**src/rtl/pll_reset_sequencer.sv**
```systemverilog
// PLL reset sequencer: pulses the PLL reset, waits for a filtered lock, then
// releases downstream reset channels one at a time. A timed-out lock wait
// retries a bounded number of times before latching a fault. Losing lock after
// release restarts the whole sequence.
module pll_reset_sequencer #(
    parameter int unsigned N_OUT        = 2,
    parameter int unsigned RST_CYCLES   = 16,
    parameter int unsigned LOCK_TIMEOUT = 65536,
    parameter int unsigned LOCK_FILTER  = 256,
    parameter int unsigned STAGGER      = 16,
    parameter int unsigned MAX_RETRIES  = 3
) (
    input  logic             clk,
    input  logic             reset,
    input  logic             locked,
    output logic             pll_rst,
    output logic [N_OUT-1:0] rst_out,
    output logic             ready,
    output logic             fault,
    output logic [7:0]       relock_count
);

    localparam int unsigned RstW = $clog2(RST_CYCLES) + 1;
    localparam int unsigned ToW  = $clog2(LOCK_TIMEOUT) + 1;
    localparam int unsigned FltW = $clog2(LOCK_FILTER) + 1;
    localparam int unsigned StgW = $clog2(STAGGER) + 1;

    // Terminal values: each phase lasts exactly its parameter in cycles
    localparam logic [RstW-1:0] RstLast  = RstW'(RST_CYCLES - 1);
    localparam logic [ToW-1:0]  ToLast   = ToW'(LOCK_TIMEOUT - 1);
    localparam logic [FltW-1:0] FltLast  = FltW'(LOCK_FILTER - 1);
    localparam logic [StgW-1:0] StgLast  = StgW'(STAGGER - 1);
    localparam logic [3:0]      RetryMax = 4'(MAX_RETRIES);

    typedef enum logic [2:0] {
        StPllRst,
        StWaitLock,
        StFilter,
        StRelease,
        StRun,
        StFault
    } state_t;

    state_t          state;
    logic            sync1;
    logic            lock_s;
    logic [RstW-1:0] rst_cnt;
    logic [ToW-1:0]  to_cnt;
    logic [FltW-1:0] flt_cnt;
    logic [StgW-1:0] stg_cnt;
    logic [3:0]      retries;

    // Two-flop synchroniser for the asynchronous PLL lock indication
    always_ff @(posedge clk) begin
        if (reset) begin
            sync1  <= 1'b0;
            lock_s <= 1'b0;
        end else begin
            sync1  <= locked;
            lock_s <= sync1;
        end
    end

    // Sequencer FSM with all outputs registered alongside the state
    always_ff @(posedge clk) begin
        if (reset) begin
            state        <= StPllRst;
            rst_cnt      <= '0;
            to_cnt       <= '0;
            flt_cnt      <= '0;
            stg_cnt      <= '0;
            retries      <= '0;
            relock_count <= '0;
            pll_rst      <= 1'b1;
            rst_out      <= '1;
            ready        <= 1'b0;
            fault        <= 1'b0;
        end else begin
            case (state)
                StPllRst: begin
                    pll_rst <= 1'b1;
                    rst_out <= '1;
                    ready   <= 1'b0;
                    if (rst_cnt == RstLast) begin
                        state   <= StWaitLock;
                        pll_rst <= 1'b0;
                        rst_cnt <= '0;
                        to_cnt  <= '0;
                    end else begin
                        rst_cnt <= rst_cnt + RstW'(1);
                    end
                end

                StWaitLock: begin
                    if (lock_s) begin
                        state   <= StFilter;
                        flt_cnt <= '0;
                    end else if (to_cnt == ToLast) begin
                        to_cnt <= '0;
                        if (retries == RetryMax) begin
                            state <= StFault;
                            fault <= 1'b1;
                        end else begin
                            retries <= retries + 4'd1;
                            state   <= StPllRst;
                            pll_rst <= 1'b1;
                            rst_cnt <= '0;
                        end
                    end else begin
                        to_cnt <= to_cnt + ToW'(1);
                    end
                end

                StFilter: begin
                    // Any low sample discards the filter progress
                    if (!lock_s) begin
                        state  <= StWaitLock;
                        to_cnt <= '0;
                    end else if (flt_cnt == FltLast) begin
                        state   <= StRelease;
                        rst_out <= {N_OUT{1'b1}} << 1;
                        stg_cnt <= '0;
                    end else begin
                        flt_cnt <= flt_cnt + FltW'(1);
                    end
                end

                StRelease, StRun: begin
                    // Lock loss outranks any terminal count reached this cycle
                    if (!lock_s) begin
                        state   <= StPllRst;
                        rst_out <= '1;
                        ready   <= 1'b0;
                        pll_rst <= 1'b1;
                        rst_cnt <= '0;
                        retries <= '0;
                        if (relock_count != 8'hFF) begin
                            relock_count <= relock_count + 8'd1;
                        end
                    end else if (state == StRelease) begin
                        if (rst_out == '0) begin
                            state <= StRun;
                            ready <= 1'b1;
                        end else if (stg_cnt == StgLast) begin
                            // Released bits are contiguous from bit 0, so a
                            // left shift clears the next channel
                            rst_out <= rst_out << 1;
                            stg_cnt <= '0;
                        end else begin
                            stg_cnt <= stg_cnt + StgW'(1);
                        end
                    end
                end

                StFault: begin
                    fault   <= 1'b1;
                    pll_rst <= 1'b0;
                    rst_out <= '1;
                    ready   <= 1'b0;
                end

                default: begin
                    state   <= StPllRst;
                    pll_rst <= 1'b1;
                    rst_out <= '1;
                    ready   <= 1'b0;
                    fault   <= 1'b0;
                    rst_cnt <= '0;
                end
            endcase
        end
    end

endmodule

```
**config.mk**
```make
export PLATFORM = sky130hd
export DESIGN_NAME = pll_reset_sequencer
export DESIGN_NICKNAME = d
export VERILOG_FILES = /design/src/rtl/pll_reset_sequencer.sv
export SDC_FILE = /design/constraint.sdc
export NUM_CORES = 1
export LEC_CHECK = 0
export BUFFER_PORTS_ARGS = -buffer_cell sky130_fd_sc_hd__buf_4
export CAP_MARGIN = 20
export CELL_PAD_IN_SITES_DETAIL_PLACEMENT = 1
export CELL_PAD_IN_SITES_GLOBAL_PLACEMENT = 1
export CORE_ASPECT_RATIO = 1.75
export CORE_UTILIZATION = 46
export DETAILED_ROUTE_END_ITERATION = 12
export PLACE_DENSITY_LB_ADDON = 0.25
export SETUP_SLACK_MARGIN = 0.2
export SLEW_MARGIN = 20
export SYNTH_ARGS = -nofsm -noshare
export SYNTH_HDL_FRONTEND = slang
export SYNTH_SLANG_ARGS = --single-unit
```
**constraint.sdc**
```tcl
create_clock -name clk -period 3.07 [get_ports clk]
set_clock_uncertainty 0.05 [all_clocks]
set_input_delay 0.614 -clock clk [delete_from_list [all_inputs] [get_ports clk]]
set_output_delay 0.614 -clock clk [all_outputs]
set_load 0.02 [all_outputs]
```
# Yosys cells after proc, flatten, opt, wreduce, memory -nomap -nowiden

Cells that the tools add are included.

Logic and storage cells: 136
Memories kept: 0
Register bits after elaboration: 58
Bits in read-only memories: 0
Input port bits: 3
Output and inout bits: 13
Memory bits (writable): 0
Latch bits: 0

Multiply operators: 0
Bitwise logic cells: 7
Multiplexer cells: 58
Shift-type cells: 0
Order comparisons: 0
Eq/ne operators: 31
Add/sub/neg operators: 6
Div/mod/pow operators: 0
Reductions and logical operators: 21

Operators with widths:

| cell                                                               | count |
|---|---|
| 17-bit two-way mux                                                 | 4 |
| 5-bit two-way mux                                                  | 11 |
| 17-bit one-hot mux with 3 select lines                             | 1 |
| 2-bit != test (second input constant)                              | 14 |
| 3-bit two-way mux                                                  | 9 |
| 9-bit two-way mux                                                  | 3 |
| 5-bit one-hot mux with 4 select lines                              | 1 |
| 3-bit != test (second input constant)                              | 6 |
| 9-bit one-hot mux with 2 select lines                              | 1 |
| 6-bit AND reduction                                                | 3 |
| 17-bit by 1-bit adder with 17-bit output (second input constant)   | 1 |
| 17-bit by 16-bit == test with 1-bit output (second input constant) | 1 |
| 4-bit two-way mux                                                  | 4 |
| 3-bit one-hot mux with 5 select lines                              | 1 |
| 5-bit AND reduction                                                | 3 |
| 2-bit two-way mux                                                  | 6 |
| 4-bit AND reduction                                                | 3 |
| 1-bit two-way mux                                                  | 11 |
| 5-bit by 1-bit adder with 5-bit output (second input constant)     | 2 |
| 5-bit by 4-bit == test with 1-bit output (second input constant)   | 2 |
| 5-bit one-hot mux with 2 select lines                              | 1 |
| 9-bit by 1-bit adder with 9-bit output (second input constant)     | 1 |
| 9-bit by 8-bit == test with 1-bit output (second input constant)   | 1 |
| 8-bit by 1-bit adder with 8-bit output (second input constant)     | 1 |
| other kinds (19)                                                   | 32 |

# Depth between registers and ports, before layout

Gate-level depths: netlist of run 1.

Depth after elaboration: 6
Gate-level depth with buffers: 10
Depth with buffers taken out: 9

# Least setup slack after synthesis of run 1

No wires, ideal clock.

Kind: reg-to-reg
Start point: register flt_cnt[0]
End point: register stg_cnt[2]
Library setup time: 0.070 ns
Data required time: 2.950 ns
Data arrival time: 2.168 ns
Slack: 0.782 ns
Cell stages (with the launch flop): 10
Period minus slack after synthesis: 2.288 ns
Path buffers: 1
Cell sequence: dfxtp_1 > ha_1 > nand3_1 > nor2_1 > ha_1 > nor2_1 > or4b_1 > clkbuf_1 > or4b_1 > a21oi_1

Word-level cells in the longest chain between the ends: 3

Ends and longest elaborated chain:

| element                                  | RTL line | source |
|---|---|---|
| start, declared                          | 49       | `logic [FltW-1:0] flt_cnt;` |
| start signal, assigned                   | 124      | `flt_cnt <= flt_cnt + FltW'(1);` |
| 9-bit by 8-bit == test with 1-bit output | 119      | `end else if (flt_cnt == FltLast) begin` |
| 2-bit != test (no source line)           | -        |  |
| 6-bit AND reduction (no source line)     | -        |  |
| end signal, assigned                     | 150      | `stg_cnt <= stg_cnt + StgW'(1);` |
| end, declared                            | 50       | `logic [StgW-1:0] stg_cnt;` |

Every way passes these cells.
A chain may end at the register's enable or synchronous reset.

# Worst setup path after layout of run 1

Ends and elaborated chain as after synthesis.

==> metrics list, run 1 <==
- Total cell area at the placement stage: 3190 sq um
* Max Clock Freq: 400 MHz
- The total area inside the core boundary comes to 6280 sq um.
* Startpoint of the lowest-slack register-to-register path: flt_cnt[0]
- Setup total negative slack on the finished layout was measured at 0 ns.
- Area Growth Syn to Fin: 12.3%
- A synthesized cell averages 8.19 sq um.
- Dominant combinational cell family by area after synthesis: simple AND/OR/NAND/NOR gates
* Number of endpoints with negative hold slack in the final report: 0
- Count of input and output buffers: 15
* Number of flops mapped to enable cells by yosys: 0
* Cell types occupying the most area after synthesis: sky130_fd_sc_hd__dfxtp_1, sky130_fd_sc_hd__nor2_1, sky130_fd_sc_hd__a21oi_1, sky130_fd_sc_hd__o21ai_0, sky130_fd_sc_hd__nand3_1
- The tree built by TritonCTS fans out to 58 sinks.
- Count of nets left with antenna violations after detail routing: 0
- Hold Path Origin: sync1
- After synthesis, the share of flip-flops with an asynchronous set or reset is 0%.
- Counting instances, the worst hold path has a depth of 1.
- Post-synth net total: 379
* Cell variety after synth: 58
* Top-count cell post-synth: sky130_fd_sc_hd__dfxtp_1
* RR Endpoint: stg_cnt[2]
- The top cell type by area accounts for 38.4% of the synthesized area.
- Clock tree synthesis selected as its root buffer the cell sky130_fd_sc_hd__clkbuf_8.
* Sink of the worst hold path: lock_s
* Required arrival time at the worst endpoint: 3.30 ns
* Net Switching: 522 uW
- R2R Setup Slk: 0.57 ns
- Setup repair after global routing left no endpoint under its margin.
- CTS buffer count: 9
- Post-synthesis mux area share: 0.994%
- Final worst-path cycle share: 81.5%
- In the final layout, the multi-input gates occupy 1750 sq um.
- The run finished with clean final reports.
- Buffer depth of the longest clock path: 2
- Of the total power, the share spent switching nets is 28.8%.
- For this run, design rule violations remaining after detail routing come to 0.
* Data arrival time of the worst path: 2.73 ns
- In the post-route analysis, the smallest setup slack over all paths is 0.568 ns.
- Once the clock tree was built, the setup fixing pass inserted 0 buffers.
- Of the total power, registers draw 45.7%.
* Antenna Diode Count: 0
- The first global-routing pass estimated 12.6 mm of wire.
* Worst voltage drop across the vdd grid: 263 uV
* R2r worst-path depth: 8
- Number of synthesis warnings: 0
- Fill cells in the final layout number 787.
* Syn Std Cell Area: 3020 sq um
* Total detailed-routing wirelength: 7.37 mm
- STA classifies the critical path endpoint as a register.
- The final count of pins violating max slew is 0.
* Maximum net fanout on the critical path: 7
- Antenna violations before repair: 0
* Crit path launch type: register
* Maximum level of the CTS H-tree: 3
- Of the cells placed in the final design, the portion with a size suffix greater than 1 is 11.2%.
* WL per Instance: 15.8 um
* 1st-iter DRT viols: 103
- The synthesized design contains 58 register bits.
- The number of global-route vias before repair was 2827.
- From left edge to right edge, the die measures 63.3 um.
- Final number of setup-violating endpoints: 0
* HP Class: register to register
- Vertical die dimension: 109 um
* Total Die Area: 6910 sq um
- DR vias: 2762
- For the worst-skew pair, the clock arrives at the later sink with an insertion delay of 0.35 ns.
- Clock transition at the registers of the reported paths: 0.06 ns
* Number of cell rows: 38
- In this run, the combinational gates consume 15.8% of the power.
- Adder and majority cell fraction of the synthesized area: 2.90%
* Total GRT Usage: 23.4%
- Subtracting the final worst setup slack from the clock period gives 2.50 ns.
- The clock network accounts for 38.4% of the total power.
- The internal power of the cells totals 1290 uW.
* Pre-Repair DR Iteration Count: 4
- Detailed placement ended at an HPWL of 5.17 mm.
- Maximum number of pins on one net before global-route repair: 50
* Sequential cell area: 1160 sq um
- Leakage component of the power: 0.00119 uW
- Area share of xor/xnor cells in the synthesized design: 4.64%
- RD Place Congestion: 0.827
* Biggest area consumer among synthesized cells: sky130_fd_sc_hd__dfxtp_1
- The critical path in this run is classified as register to register.
- Hold Buf Count CTS: 0
- Total of cells resized after clock tree synthesis: 0
- Utilization of the core after routing: 54.1%
- Synth Flop Type: sky130_fd_sc_hd__dfxtp_1
- Clock tree from TritonCTS: built
- Hold Worst Slack: 0.418 ns
- Number of ports placed on the die boundary: 16
* Worst slew slack as a fraction of its limit: 55.0%
- Cells after Synth: 369
* Final net count: 390
- Synth Area in Simple Gates: 31.8%
- Pwr per Cell Area: 534 nW/um^2
- Compound-cell area share of the yosys netlist: 17.4%
* Least-Margin Pin Slew: 0.670 ns
- OpenSTA, run right after detailed placement, puts the worst setup slack at 0.572 ns.
* Number of maximum-capacitance violations: 0
- Synth top cells by count: sky130_fd_sc_hd__dfxtp_1, sky130_fd_sc_hd__nor2_1, sky130_fd_sc_hd__a21oi_1
- For this run the aggregate overflow at the end of global routing stands at 0.
* Seq/Total Area, Yosys: 38.4%
- Final Cell Area: 3390 sq um
* Initial cell density of the core: 48.1%
- DR vias/cell: 5.94
-- state kept, by name (all words and copies together) (netlist names) --
register	count
lock_s	1
sync1	1
retries	4
stg_cnt	5
state	3
rst_cnt	5
relock_count	8
ready	1
to_cnt	17
rst_out	2
pll_rst	1
fault	1
flt_cnt	9
-- metrics by stage --
stage / total power, uW / std cells
2_1_floorplan: 1050 / 369
3_3_place_gp: 1120 / 449
3_5_place_dp: 1130 / 449
4_1_cts: 1830 / 465
5_1_grt: 1900 / 465
6_report: 1810 / 465
-- cells in the final DEF (no fill, tap or decap), types with 5 or more instances in the layout --
cell                       synthesis  layout
sky130_fd_sc_hd__nor2_1           44      44
sky130_fd_sc_hd__nand2_1          19      19
sky130_fd_sc_hd__nor4_1            5       5
sky130_fd_sc_hd__xnor2_1          10      10
sky130_fd_sc_hd__nor3b_1           6       6
sky130_fd_sc_hd__nand4_1           9       9
sky130_fd_sc_hd__nand2b_1          6       6
sky130_fd_sc_hd__and3_1            7       7
sky130_fd_sc_hd__buf_4             0      20
sky130_fd_sc_hd__inv_1             9       9
sky130_fd_sc_hd__xor2_1            6       6
sky130_fd_sc_hd__nor3_1           14      14
sky130_fd_sc_hd__clkbuf_8          0      14
sky130_fd_sc_hd__ha_1              7       7
sky130_fd_sc_hd__nor2b_1           7       7
sky130_fd_sc_hd__dfxtp_1          58      58
sky130_fd_sc_hd__o21ai_0          22      22
sky130_fd_sc_hd__a211oi_1          6       6
sky130_fd_sc_hd__nand3_1          20      20
sky130_fd_sc_hd__a21oi_1          28      28
sky130_fd_sc_hd__a22oi_1           5       5
-- metal layers --
| layer | global-route usage [%] | wire, um | vias up |
|---|---|---|---|
| met5 | 0 | 0 | - |
| met4 | 12.5 | 144 | 0 |
| met3 | 4.08 | 142 | 10 |
| met2 | 44.2 | 4000 | 29 |
| met1 | 24.1 | 3080 | 1361 |
| li1 | - | - | 1362 |
-- how the worst max path moves through the flow --
| stage | cells past startpoint | slack, ns | from | to |
|---|---|---|---|---|
| finish | 8 | 0.57 | flt_cnt[0] | stg_cnt[2] |
| global route | 9 | 0.37 | flt_cnt[0] | stg_cnt[3] |
| CTS | 8 | 0.56 | flt_cnt[0] | stg_cnt[2] |
| detailed placement | 8 | 0.57 | flt_cnt[0] | stg_cnt[2] |
| global placement | 8 | 0.62 | flt_cnt[0] | stg_cnt[2] |
| floorplan | 9 | 0.78 | flt_cnt[0] | stg_cnt[2] |
-- logic make-up (layout without fill, tap and decap cells) --
group	after synthesis	after routing
AOI/OAI and AO/OA	84	84
xor gates and xnor gates	16	16
adders and majority gates	7	7
buffers and inverters	29	45
DFF	58	58
muxes	3	3
and+or+nand+nor	172	172
-- area by class of cell --
| cell class | count | area share (%) |
|---|---|---|
| clock buffers | 15 | 5.79 |
| well taps | 80 | 2.95 |
| repair buffers | 20 | 4.42 |
| flip-flops and latches | 58 | 34.2 |
| inverters | 9 | 0.996 |
| multi-input cells | 282 | 51.5 |
| clock inverters | 1 | 0.147 |
-- power groups by stage --
stage / clock [uW] / sequential (uW) / combinational (uW)
floorplan: 0 / 823 / 227
global placement: 0 / 843 / 279
detailed placement: 0 / 845 / 286
CTS: 715 / 828 / 290
global route: 746 / 833 / 322
finish: 696 / 829 / 287
-- worst max-delay path: stages, from the launching register on --
cell and delay (ns):
sky130_fd_sc_hd__dfxtp_1 0.37, sky130_fd_sc_hd__ha_1 0.21, sky130_fd_sc_hd__nand3_1 0.09, sky130_fd_sc_hd__nor2_1 0.10, sky130_fd_sc_hd__ha_1 0.21, sky130_fd_sc_hd__nor2_1 0.09
sky130_fd_sc_hd__or4b_1 0.67, sky130_fd_sc_hd__or4b_1 0.51, sky130_fd_sc_hd__a21oi_1 0.14
Note: power is estimated with default switching activity, not from simulation.
==> run 2: changes to the inputs <==
Clock period 3.07 ns to 2.5 ns, I/O delays scaled along.
==> metrics list, run 2 (synthesis gave the netlist of run 1 again) <==
- The via total after detailed routing was 2830 (was 2762).
* Clk sinks: 58 (unchanged)
* Data arrival time of the worst path: 2.49 ns (was 2.73 ns)
- CTS buffer count: 9 (unchanged)
- Commonest cells after routing, fill and taps aside: sky130_fd_sc_hd__dfxtp_1, sky130_fd_sc_hd__nor2_1, sky130_fd_sc_hd__buf_4 (was sky130_fd_sc_hd__dfxtp_1, sky130_fd_sc_hd__nor2_1, sky130_fd_sc_hd__a21oi_1).
- The leakage power is 0.00127 uW (was 0.00119 uW).
- Maximum number of pins on one net before global-route repair: 50 (unchanged)
- The final HPWL from detailed placement came to 5.56 mm (was 5.17 mm).
- The setup TNS is 0 ns (unchanged).
- Clock tree from TritonCTS: built (unchanged)
- Internal Pwr Total: 1820 uW (was 1290 uW)
- WS Path Type: register to register (unchanged)
- Cell chain of the critical path: ha_2 > nand3_1 > nor2_1 > ha_2 > nor2_1 > or4b_4 > or4b_1 > a21oi_2 (was ha_1 > nand3_1 > nor2_1 > ha_1 > nor2_1 > or4b_1 > or4b_1 > a21oi_1)
- The number of placement rows came to 38 (unchanged).
- The H-tree depth was 3 (unchanged).
- The post-CTS clock slew at the launch and capture registers of the worst setup and hold paths was 0.06 ns (about the same).
- Hold Path Origin: locked (was sync1)
- The number of cells on the critical path came to 8 (unchanged).
- Clock period minus worst slack: 2.25 ns (was 2.50 ns)
- Maximum net fanout on the critical path: 4 (was 7)
- The total inserted antenna cells is 0 (unchanged).
- The starting density of the core was 48.1% (unchanged).
- The wire length of the first global-routing pass is 12.9 mm (was 12.6 mm).
- The library cell used as clock root buffer is sky130_fd_sc_hd__clkbuf_8 (unchanged).
- The cell with the largest stage delay on the worst path was sky130_fd_sc_hd__or4b_4 (was sky130_fd_sc_hd__or4b_1).
- The worst-margin pin slew was 0.516 ns (was 0.670 ns).
* Portion of total power attributed to the clock network: 43.8% (was 38.4%)
* Net Switching: 667 uW (was 522 uW)
- Most frequent standard cell in the layout excluding fill and tap cells: sky130_fd_sc_hd__dfxtp_1 (unchanged)
- Flip-flop count of the largest register, all copies and words added: 17 (unchanged)
* DR vias/cell: 5.96 (was 5.94)
- Count of nets left with antenna violations after detail routing: 0 (unchanged)
- Hold Worst Slack: 0.327 ns (was 0.418 ns)
- HP Class: input port to register (was register to register)
* Clock latency at the later pin of the worst-skew pair: 0.35 ns (about the same)
- The share of layout cells above drive strength 1 was 16.2% (was 11.2%).
* Largest registers: to_cnt (17), flt_cnt (9), relock_count (8) (unchanged)
* Buffer and inverter count on the worst path: 0 (unchanged)
- The area taken by flip-flops and latches came to 1170 sq um (was 1160 sq um).
- The die area is 6910 sq um (unchanged).
- The final count of hold timing violations was 0 (unchanged).
- Setup repair after global routing missed its margin: true (was false).
- Final worst-path cycle share: 90.2% (was 81.5%)
- Vertical die dimension: 109 um (unchanged)
- The total congestion overflow after global routing is 0 (unchanged).
- 1st-iter DRT viols: 83 (was 103)
- Worst voltage drop across the vdd grid: 480 uV (was 263 uV)
- The initial antenna violation count came to 0 (unchanged).
* Crit path launch type: register (unchanged)
- WL per Instance: 16.6 um (was 15.8 um)
* Final net count: 400 (was 390)
* Buffer depth of the longest clock path: 2 (unchanged)
- Number of maximum-capacitance violations: 0 (unchanged)
- The timing-limited maximum frequency came to 444 MHz (was 400 MHz).
* Count of input and output buffers: 15 (unchanged)
- The layout overhead on the synthesized area came to 17.2% (was 12.3%).
* Sw Ratio: 26.8% (was 28.8%)
- The placer's final routability congestion estimate is 0.786 (was 0.827).
- Total detailed-routing wirelength: 7.86 mm (was 7.37 mm)
- The register with the most flip-flops was to_cnt (unchanged).
- Combinational share of power: 15.4% (was 15.8%)
* Filler cells: 797 (was 787)
- Endpoint type of the worst setup path: register (unchanged)
- Final number of setup-violating endpoints: 0 (unchanged)
- The sequential share of power is 40.8% (was 45.7%).
- Number of pins exceeding their max-slew limit in the final report: 0 (unchanged)
* Hold path cells: 2 (was 1)
- Peak per-stage delay on the critical path: 0.52 ns (was 0.67 ns)
- The number of global-route vias before repair came to 2885 (was 2827).
- R2r worst-path depth: 8 (unchanged)
- The worst endpoint required time was 2.73 ns (was 3.30 ns).
- The normalized max-slew margin came to 65.6% (was 55.0%).
- The first-pass detailed-route iteration total came to 4 (unchanged).
- The number of top-level design ports came to 16 (unchanged).
- The multi-input combinational cell area came to 1760 sq um (was 1750 sq um).
- The startpoint of the most critical setup path is flt_cnt[0] (unchanged).
- Pwr per Cell Area: 703 nW/um^2 (was 534 nW/um^2)
- Die boundary width: 63.3 um (unchanged)
* Total GRT Usage: 24.4% (was 23.4%)
* Count of unresolved DRC violations after routing: 0 (unchanged)
- Status: complete, no violations (unchanged)
- Startpoint of the lowest-slack register-to-register path: flt_cnt[0] (unchanged)
* Core region area: 6280 sq um (unchanged)
* Top cell family by delay on the critical path: simple AND/OR/NAND/NOR gates (unchanged)
[run 2: metrics by stage]
step	utilization, %	cells	total power, uW	instance area [sq um]	setup slack, ns
5_1_grt	56.4	475	2600	3540	0.127
3_5_place_dp	51.9	458	1410	3260	0.130
6_report	56.4	475	2490	3540	0.246
4_1_cts	56.3	475	2520	3530	0.229
2_1_floorplan	-	369	1290	3020	0.212
3_3_place_gp	51.9	458	1400	3260	0.172
[run 2: area by class of cell]
cell class | count | share of cell area [%]
clock buffers | 11 | 4.27
clock inverters | 5 | 2.83
inverters | 9 | 0.954
multi-input cells | 282 | 49.8
flip-flops and latches | 58 | 33.0
well taps | 80 | 2.83
repair buffers | 30 | 6.36
[run 2: routing by layer]
layer | vias to the layer above | wire length (um) | track usage, %
met3 | 14 | 171 | 5.96
met2 | 31 | 4490 | 47.8
li1 | 1385 | - | -
met5 | - | 0 | 0
met4 | 0 | 187 | 13.1
met1 | 1400 | 3010 | 22.5
[run 2: worst register-to-register path, cell delays in order, from the launching register on]
cell and delay, ns:
sky130_fd_sc_hd__dfxtp_2 0.35, sky130_fd_sc_hd__ha_2 0.19, sky130_fd_sc_hd__nand3_1 0.08, sky130_fd_sc_hd__nor2_1 0.11, sky130_fd_sc_hd__ha_2 0.19, sky130_fd_sc_hd__nor2_1 0.07
sky130_fd_sc_hd__or4b_4 0.52, sky130_fd_sc_hd__or4b_1 0.50, sky130_fd_sc_hd__a21oi_2 0.14
[run 2: repair_timing]
action                                  in CTS  in global routing
setup buffers                                1                  0
gates resized for setup                      6                  4
hold buffers                                 0                  0
endpoints found under the setup margin       4                  5
pin swaps                                    1                  1
cloned                                       0                  0
[run 2: final timing paths]
check               end  slack [ns]
max          stg_cnt[2]        0.25
max reg2reg  stg_cnt[2]        0.25
min               sync1        0.33
min reg2reg      lock_s        0.39
[run 2: power groups by stage]
stage	Clock [uW]	Sequential [uW]	Combinational, uW
floorplan	0	1010	279
global placement	0	1030	366
detailed placement	0	1030	379
CTS	1120	1010	384
global route	1160	1020	425
finish	1090	1020	383
